**src/rtl/wb_stage_if.sv**
```systemverilog
// MINAv2 writeback-stage bus: writeback payload type plus the MEM/ID/EX-facing signal bundle.
// master = surrounding pipeline, slave = wb_stage.
package wb_stage_pkg;
  typedef struct packed {
    logic [4:0]  rd_addr;
    logic [31:0] rd_data;
  } wb_params_t;
endpackage

interface wb_stage_if #(parameter int CNT_W = 32) ();
  import wb_stage_pkg::*;

  logic             stall;
  logic             flush;
  logic             mem_valid;
  wb_params_t       wb_params;
  logic [4:0]       rs1_addr;
  logic [4:0]       rs2_addr;
  logic [31:0]      rs1_data;
  logic [31:0]      rs2_data;
  logic             fwd_valid;
  logic [4:0]       fwd_rd_addr;
  logic [31:0]      fwd_rd_data;
  logic [CNT_W-1:0] retired;

  modport master (
    output stall, flush, mem_valid, wb_params, rs1_addr, rs2_addr,
    input  rs1_data, rs2_data, fwd_valid, fwd_rd_addr, fwd_rd_data, retired
  );

  modport slave (
    input  stall, flush, mem_valid, wb_params, rs1_addr, rs2_addr,
    output rs1_data, rs2_data, fwd_valid, fwd_rd_addr, fwd_rd_data, retired
  );
endinterface

```
**src/rtl/wb_stage.sv**
```systemverilog
// MINAv2 writeback stage: MEM/WB register, 32x32 regfile with two combinational read ports, retire counter.
// Define WB_BYPASS_EN to forward the MEM/WB entry straight onto the read ports.
module wb_stage
  import wb_stage_pkg::*;
#(
  parameter int CNT_W         = 32,
  parameter int RESET_REGFILE = 1
) (
  input  logic      clk,
  input  logic      rst_n,
  wb_stage_if.slave wb
);

  logic             v_q, v_d;
  logic [4:0]       rd_addr_q, rd_addr_d;
  logic [31:0]      rd_data_q, rd_data_d;
  logic [CNT_W-1:0] cnt_q, cnt_d;
  logic [31:0]      regs_q [32];
  logic             wr_en;

  // flush beats stall; a bubble carries rd_addr=0 so it can never write.
  always_comb begin
    v_d       = v_q;
    rd_addr_d = rd_addr_q;
    rd_data_d = rd_data_q;
    if (wb.flush) begin
      v_d       = 1'b0;
      rd_addr_d = '0;
      rd_data_d = '0;
    end else if (!wb.stall) begin
      v_d       = wb.mem_valid;
      rd_addr_d = wb.mem_valid ? wb.wb_params.rd_addr : 5'd0;
      rd_data_d = wb.wb_params.rd_data;
    end
  end

  assign wr_en = v_q && (rd_addr_q != 5'd0);
  assign cnt_d = (v_q && !wb.stall) ? cnt_q + CNT_W'(1) : cnt_q;

  always_ff @(posedge clk) begin
    if (!rst_n) begin
      v_q       <= 1'b0;
      rd_addr_q <= '0;
      rd_data_q <= '0;
      cnt_q     <= '0;
    end else begin
      v_q       <= v_d;
      rd_addr_q <= rd_addr_d;
      rd_data_q <= rd_data_d;
      cnt_q     <= cnt_d;
    end
  end

  // Rewrites while stalled store the same value again, so no stall gating is needed.
  always_ff @(posedge clk) begin
    if (!rst_n) begin
      if (RESET_REGFILE != 0) begin
        for (int i = 0; i < 32; i++) regs_q[i] <= '0;
      end
    end else if (wr_en) begin
      regs_q[rd_addr_q] <= rd_data_q;
    end
  end

`ifdef WB_BYPASS_EN
  assign wb.rs1_data = (wb.rs1_addr == 5'd0) ? 32'd0 :
                       (wr_en && wb.rs1_addr == rd_addr_q) ? rd_data_q : regs_q[wb.rs1_addr];
  assign wb.rs2_data = (wb.rs2_addr == 5'd0) ? 32'd0 :
                       (wr_en && wb.rs2_addr == rd_addr_q) ? rd_data_q : regs_q[wb.rs2_addr];
`else
  assign wb.rs1_data = (wb.rs1_addr == 5'd0) ? 32'd0 : regs_q[wb.rs1_addr];
  assign wb.rs2_data = (wb.rs2_addr == 5'd0) ? 32'd0 : regs_q[wb.rs2_addr];
`endif

  assign wb.fwd_valid   = wr_en;
  assign wb.fwd_rd_addr = rd_addr_q;
  assign wb.fwd_rd_data = rd_data_q;
  assign wb.retired     = cnt_q;

endmodule
```
**src/flat_wrapper.sv**
```systemverilog
// flat-port wrapper written by rule: the top's interface ports become plain ports
module wb_stage_flat import wb_stage_pkg::*;
#(
  parameter int CNT_W         = 32,
  parameter int RESET_REGFILE = 1
)
  (clk, rst_n, wb_stall, wb_flush, wb_mem_valid, wb_wb_params, wb_rs1_addr, wb_rs2_addr, wb_rs1_data, wb_rs2_data, wb_fwd_valid, wb_fwd_rd_addr, wb_fwd_rd_data, wb_retired);
  wb_stage_if #(.CNT_W(CNT_W)) wb_i ();
  input  logic clk;
  input  logic rst_n;
  input wire logic [$bits(wb_i.stall)-1:0] wb_stall;
  input wire logic [$bits(wb_i.flush)-1:0] wb_flush;
  input wire logic [$bits(wb_i.mem_valid)-1:0] wb_mem_valid;
  input wire logic [$bits(wb_i.wb_params)-1:0] wb_wb_params;
  input wire logic [$bits(wb_i.rs1_addr)-1:0] wb_rs1_addr;
  input wire logic [$bits(wb_i.rs2_addr)-1:0] wb_rs2_addr;
  output wire logic [$bits(wb_i.rs1_data)-1:0] wb_rs1_data;
  output wire logic [$bits(wb_i.rs2_data)-1:0] wb_rs2_data;
  output wire logic [$bits(wb_i.fwd_valid)-1:0] wb_fwd_valid;
  output wire logic [$bits(wb_i.fwd_rd_addr)-1:0] wb_fwd_rd_addr;
  output wire logic [$bits(wb_i.fwd_rd_data)-1:0] wb_fwd_rd_data;
  output wire logic [$bits(wb_i.retired)-1:0] wb_retired;
  assign wb_i.stall = wb_stall;
  assign wb_i.flush = wb_flush;
  assign wb_i.mem_valid = wb_mem_valid;
  assign wb_i.wb_params = wb_wb_params;
  assign wb_i.rs1_addr = wb_rs1_addr;
  assign wb_i.rs2_addr = wb_rs2_addr;
  assign wb_rs1_data = wb_i.rs1_data;
  assign wb_rs2_data = wb_i.rs2_data;
  assign wb_fwd_valid = wb_i.fwd_valid;
  assign wb_fwd_rd_addr = wb_i.fwd_rd_addr;
  assign wb_fwd_rd_data = wb_i.fwd_rd_data;
  assign wb_retired = wb_i.retired;
  wb_stage #(.CNT_W(CNT_W), .RESET_REGFILE(RESET_REGFILE)) u_core (.clk(clk), .rst_n(rst_n), .wb(wb_i));
endmodule
```
**config.mk**
```make
export PLATFORM = sky130hd
export DESIGN_NAME = wb_stage_flat
export DESIGN_NICKNAME = d
export VERILOG_FILES = /design/src/rtl/wb_stage_if.sv /design/src/rtl/wb_stage.sv /design/src/flat_wrapper.sv
export SDC_FILE = /design/constraint.sdc
export NUM_CORES = 2
export LEC_CHECK = 0
export ABC_CLOCK_PERIOD_IN_PS = 6600
export BUFFER_PORTS_ARGS = -buffer_cell sky130_fd_sc_hd__buf_2
export CAP_MARGIN = 25
export CORE_MARGIN = 5
export CORE_UTILIZATION = 50
export CTS_CLUSTER_DIAMETER = 50
export DETAILED_ROUTE_END_ITERATION = 10
export PLACE_DENSITY = 0.77
export SLEW_MARGIN = 10
export SYNTH_ARGS = -nofsm -noshare
export SYNTH_HDL_FRONTEND = slang
export SYNTH_SLANG_ARGS = --single-unit
```
**constraint.sdc**
```tcl
create_clock -name clk -period 6.6 [get_ports clk]
set_input_delay 0.66 -clock clk [delete_from_list [all_inputs] [get_ports clk]]
set_output_delay 0.66 -clock clk [all_outputs]
set_load 0.01 [all_outputs]
```
==> summary.md <==
| Metric | Value |
|---|---|
| Pwr Density | 259 nW/um^2 |
| Layout cell share with drive strength beyond 1 | 27.3% |
| Setup violators final | 0 |
| Number of port buffers | 185 |
| ANT nets after route | 0 |
| Die width | 350 um |
| Worst path cell trace | buf_4 > clkinv_2 > nor2_2 > buf_4 > a22oi_1 > a311oi_1 > buf_2 |
| Setup TNS | 0 ns |
| Most used cell, CP | buf_4 |
| Crit path max fanout | 23 |
| Number of remaining DRC errors | 0 |
| DIE AREA | 122000 sq um |
| Kind of critical path | in -> out |
| Num rows | 124 |
| Slew headroom | 20.6% |
| Mapped Area | 57700 sq um |
| Clock Latency Late Sink | 0.77 ns |
| Dominant cells by area after synthesis | edfxtp_1 (53%), mux4_2 (17%), and2_1 (11%) |
| Largest net degree at the start of global routing | 85 |
| Yosys top cell by area | edfxtp_1 |
| Min-delay worst type | in -> reg |
| Slew @ Worst Pin | 1.18 ns |
| Nets | 4091 |
| Top cell type's share of synthesized area | 53.3% |
| Period Utilization, post-route | 73.7% |
| RePlAce Congestion | 0.920 |
| Power Total | 16.8 mW |
| Leakage | 23.4 nW |
| Maximum clock path buffer count | 3 |
| Largest stage delay on the critical path | 0.92 ns |
| Routed WL per cell | 34.3 um |
| RSZ-0062 raised after global routing | false |
| Hold_buf cts | 0 |
| Clock Sinks | 1094 |
| Starting Density | 50.4% |
| CTS resizes | 0 |
| Post CTS Setup Buffer Count | 0 |
| Area growth from synthesis to final layout | 12.2% |
| Average size of a mapped cell | 14.6 sq um |
| Worst path required time | 5.94 ns |
| Io pins | 186 |
| Initial antenna violation count | 13 |
| Final wirelength | 194 mm |
| H-Tree Depth | 4 |
| Global-route wire length before repair | 277 mm |
| All-Layer GR Usage | 31.5% |
| CORE AREA | 115000 sq um |
| Height of the chip | 350 um |
| Sequential area share after synthesis | 55.7% |
| Max-cap violation count | 0 |
| Critical path launch point type | input port |
| Status | complete, no violations |
| Worst VDD drop | 250 uV |
| CTS tree | yes |
| Worst endpoint data arrival time | 4.20 ns |
| First DRT Iteration DRCs | 6298 |
| #FFs+latches synth | 1094 |
| Vias | 39070 |
| Max frequency | 206 MHz |
| Vias per cell | 6.90 |
| Placed cells | 5403 |
| Worst-path clk slew | 0.06 ns |
| Synth Instances | 3961 |
| Finished Layout Cells | 5665 |
| Root Buffer | clkbuf_16 |
| Slowest CP cell | nor2_2 |
| Detailed Routing Iterations Pass 1 | 6 |
| DP HPWL | 116 mm |
| Slew Viols, Final | 0 |
| Worst setup EP type | output pin |
| Max Clock Skew | 0.0345 ns |
| Fin crit period | 4.86 ns |
| CTS buffer count | 131 |
| Distinct cells, synth | 51 |
| Synth Warn # | 0 |
| Vias in the first global route | 39065 |
| Final hold violation count | 0 |
| Grt total ovfl | 0 |
[where the power goes]
part | internal [mW] | total (mW) | leakage, nW | switching, mW
clock network | 4.17 | 7.18 | 2.05 | 3.01
logic | 0.633 | 1.68 | 10.1 | 1.04
registers | 7.79 | 7.92 | 11.2 | 0.130
total | 12.6 | 16.8 | 23.4 | 4.19
[kinds of logic after synthesis]
family / after synthesis / share of synthesized area [%]
AND/OR/NAND/NOR: 1350 / 13.9
adder cells (fa/ha/maj): 1 / 0.0217
buffers and inverters: 432 / 3.71
flip-flops: 1094 / 55.7
AO/OA/AOI/OAI: 391 / 4.85
XOR/XNOR: 11 / 0.167
multiplexers: 681 / 21.7
other: 1 / 0.00649
[final timing paths]
| path | from | end | slack [ns] | cells past startpoint |
|---|---|---|---|---|
| max | wb_rs1_addr[0] | wb_rs1_data[1] | 1.74 | 7 |
| min | wb_wb_params[15] | u_core.wb.fwd_rd_data[15] | 0.13 | 3 |
| max reg2reg | u_core.wb.fwd_rd_addr[4] | u_core.regs_q[16][15] | 2.90 | 6 |
| min reg2reg | u_core.wb.retired[31] | u_core.wb.retired[31] | 0.46 | 2 |
[metrics by stage]
stage	setup WS (ns)	area [sq um]	hold WS, ns	utilization (%)
after CTS	2.02	64600	0.107	56.4
after global placement	2.01	60100	0.450	52.5
final	1.74	64800	0.130	56.6
after global routing	1.83	64700	0.132	56.5
after detailed placement	2.04	60300	0.459	52.7
after floorplan	2.62	57900	0.486	-
[synthesized netlist by cell type, drive strengths merged]
library cell and count:
a211oi 64, a21oi 13, a221oi 19, a22oi 69, a311oi 64, and2 998, and3 3, and3b 1
and4 5, and4b 1, buf 154, clkbuf 270, conb 1, dfxtp 70, edfxtp 1024, ha 1
inv 8, mux2 64, mux2i 169, mux4 448, nand2 109, nand2b 23, nand3 11, nand3b 2
nand4 10, nand4b 3, nor2 79, nor2b 70, nor3 10, nor4 8, o2111ai 45, o21ai 106
o31a 1, o31ai 10, or2 2, or3 3, or4 10, or4b 2, xnor2 5, xor2 6
[cell usage in the layout (no fill, tap or decap), types with 19 or more instances in the layout]
| cell type | n |
|---|---|
| dfxtp_1 | 70 |
| clkbuf_16 | 134 |
| mux2i_1 | 169 |
| nor2b_1 | 68 |
| a211oi_1 | 64 |
| edfxtp_1 | 1024 |
| clkinv_2 | 19 |
| a221oi_1 | 19 |
| mux2_2 | 64 |
| a22oi_1 | 69 |
| buf_2 | 183 |
| o21ai_4 | 21 |
| o2111ai_1 | 45 |
| o21ai_1 | 64 |
| a311oi_1 | 64 |
| clkinv_1 | 25 |
| conb_1 | 32 |
| mux4_2 | 448 |
| and2_1 | 998 |
| buf_4 | 120 |
| nand2_1 | 109 |
| o21ai_0 | 21 |
| nor2_2 | 25 |
| nor2_1 | 52 |
[worst max-delay path: cells and delay by family]
family                 cells  cell delay, ns
AND/OR/NAND/NOR            1            0.92
AO/OA/AOI/OAI              2            1.01
buffers and inverters      4            1.56
[registers in the layout (all words and copies together) (netlist names)]
register,cells
u_core.wb.fwd_rd_data,32
u_core.wb.fwd_rd_addr,5
u_core.wb.retired,32
u_core.regs_q,1024
u_core.v_q,1
[area by class of cell]
type | instances | area [sq um]
multi-input cells | 2466 | 24000
well taps | 1512 | 1890
clock buffers | 146 | 3400
repair buffers | 337 | 2440
inverters | 8 | 32.5
diodes | 15 | 37.5
fillers | 8694 | 49700
flip-flops and latches | 1094 | 32200
clock inverters | 87 | 831
[routing by layer]
metal / track usage (%) / up-vias / share of wire [%]
met5: 0 / - / 0.015
met4: 19.3 / 4 / 7.0
met3: 10.9 / 735 / 15
met2: 47.0 / 3520 / 45
met1: 40.1 / 19481 / 33
li1: - / 15330 / -
(Power assumes the default switching activity.)
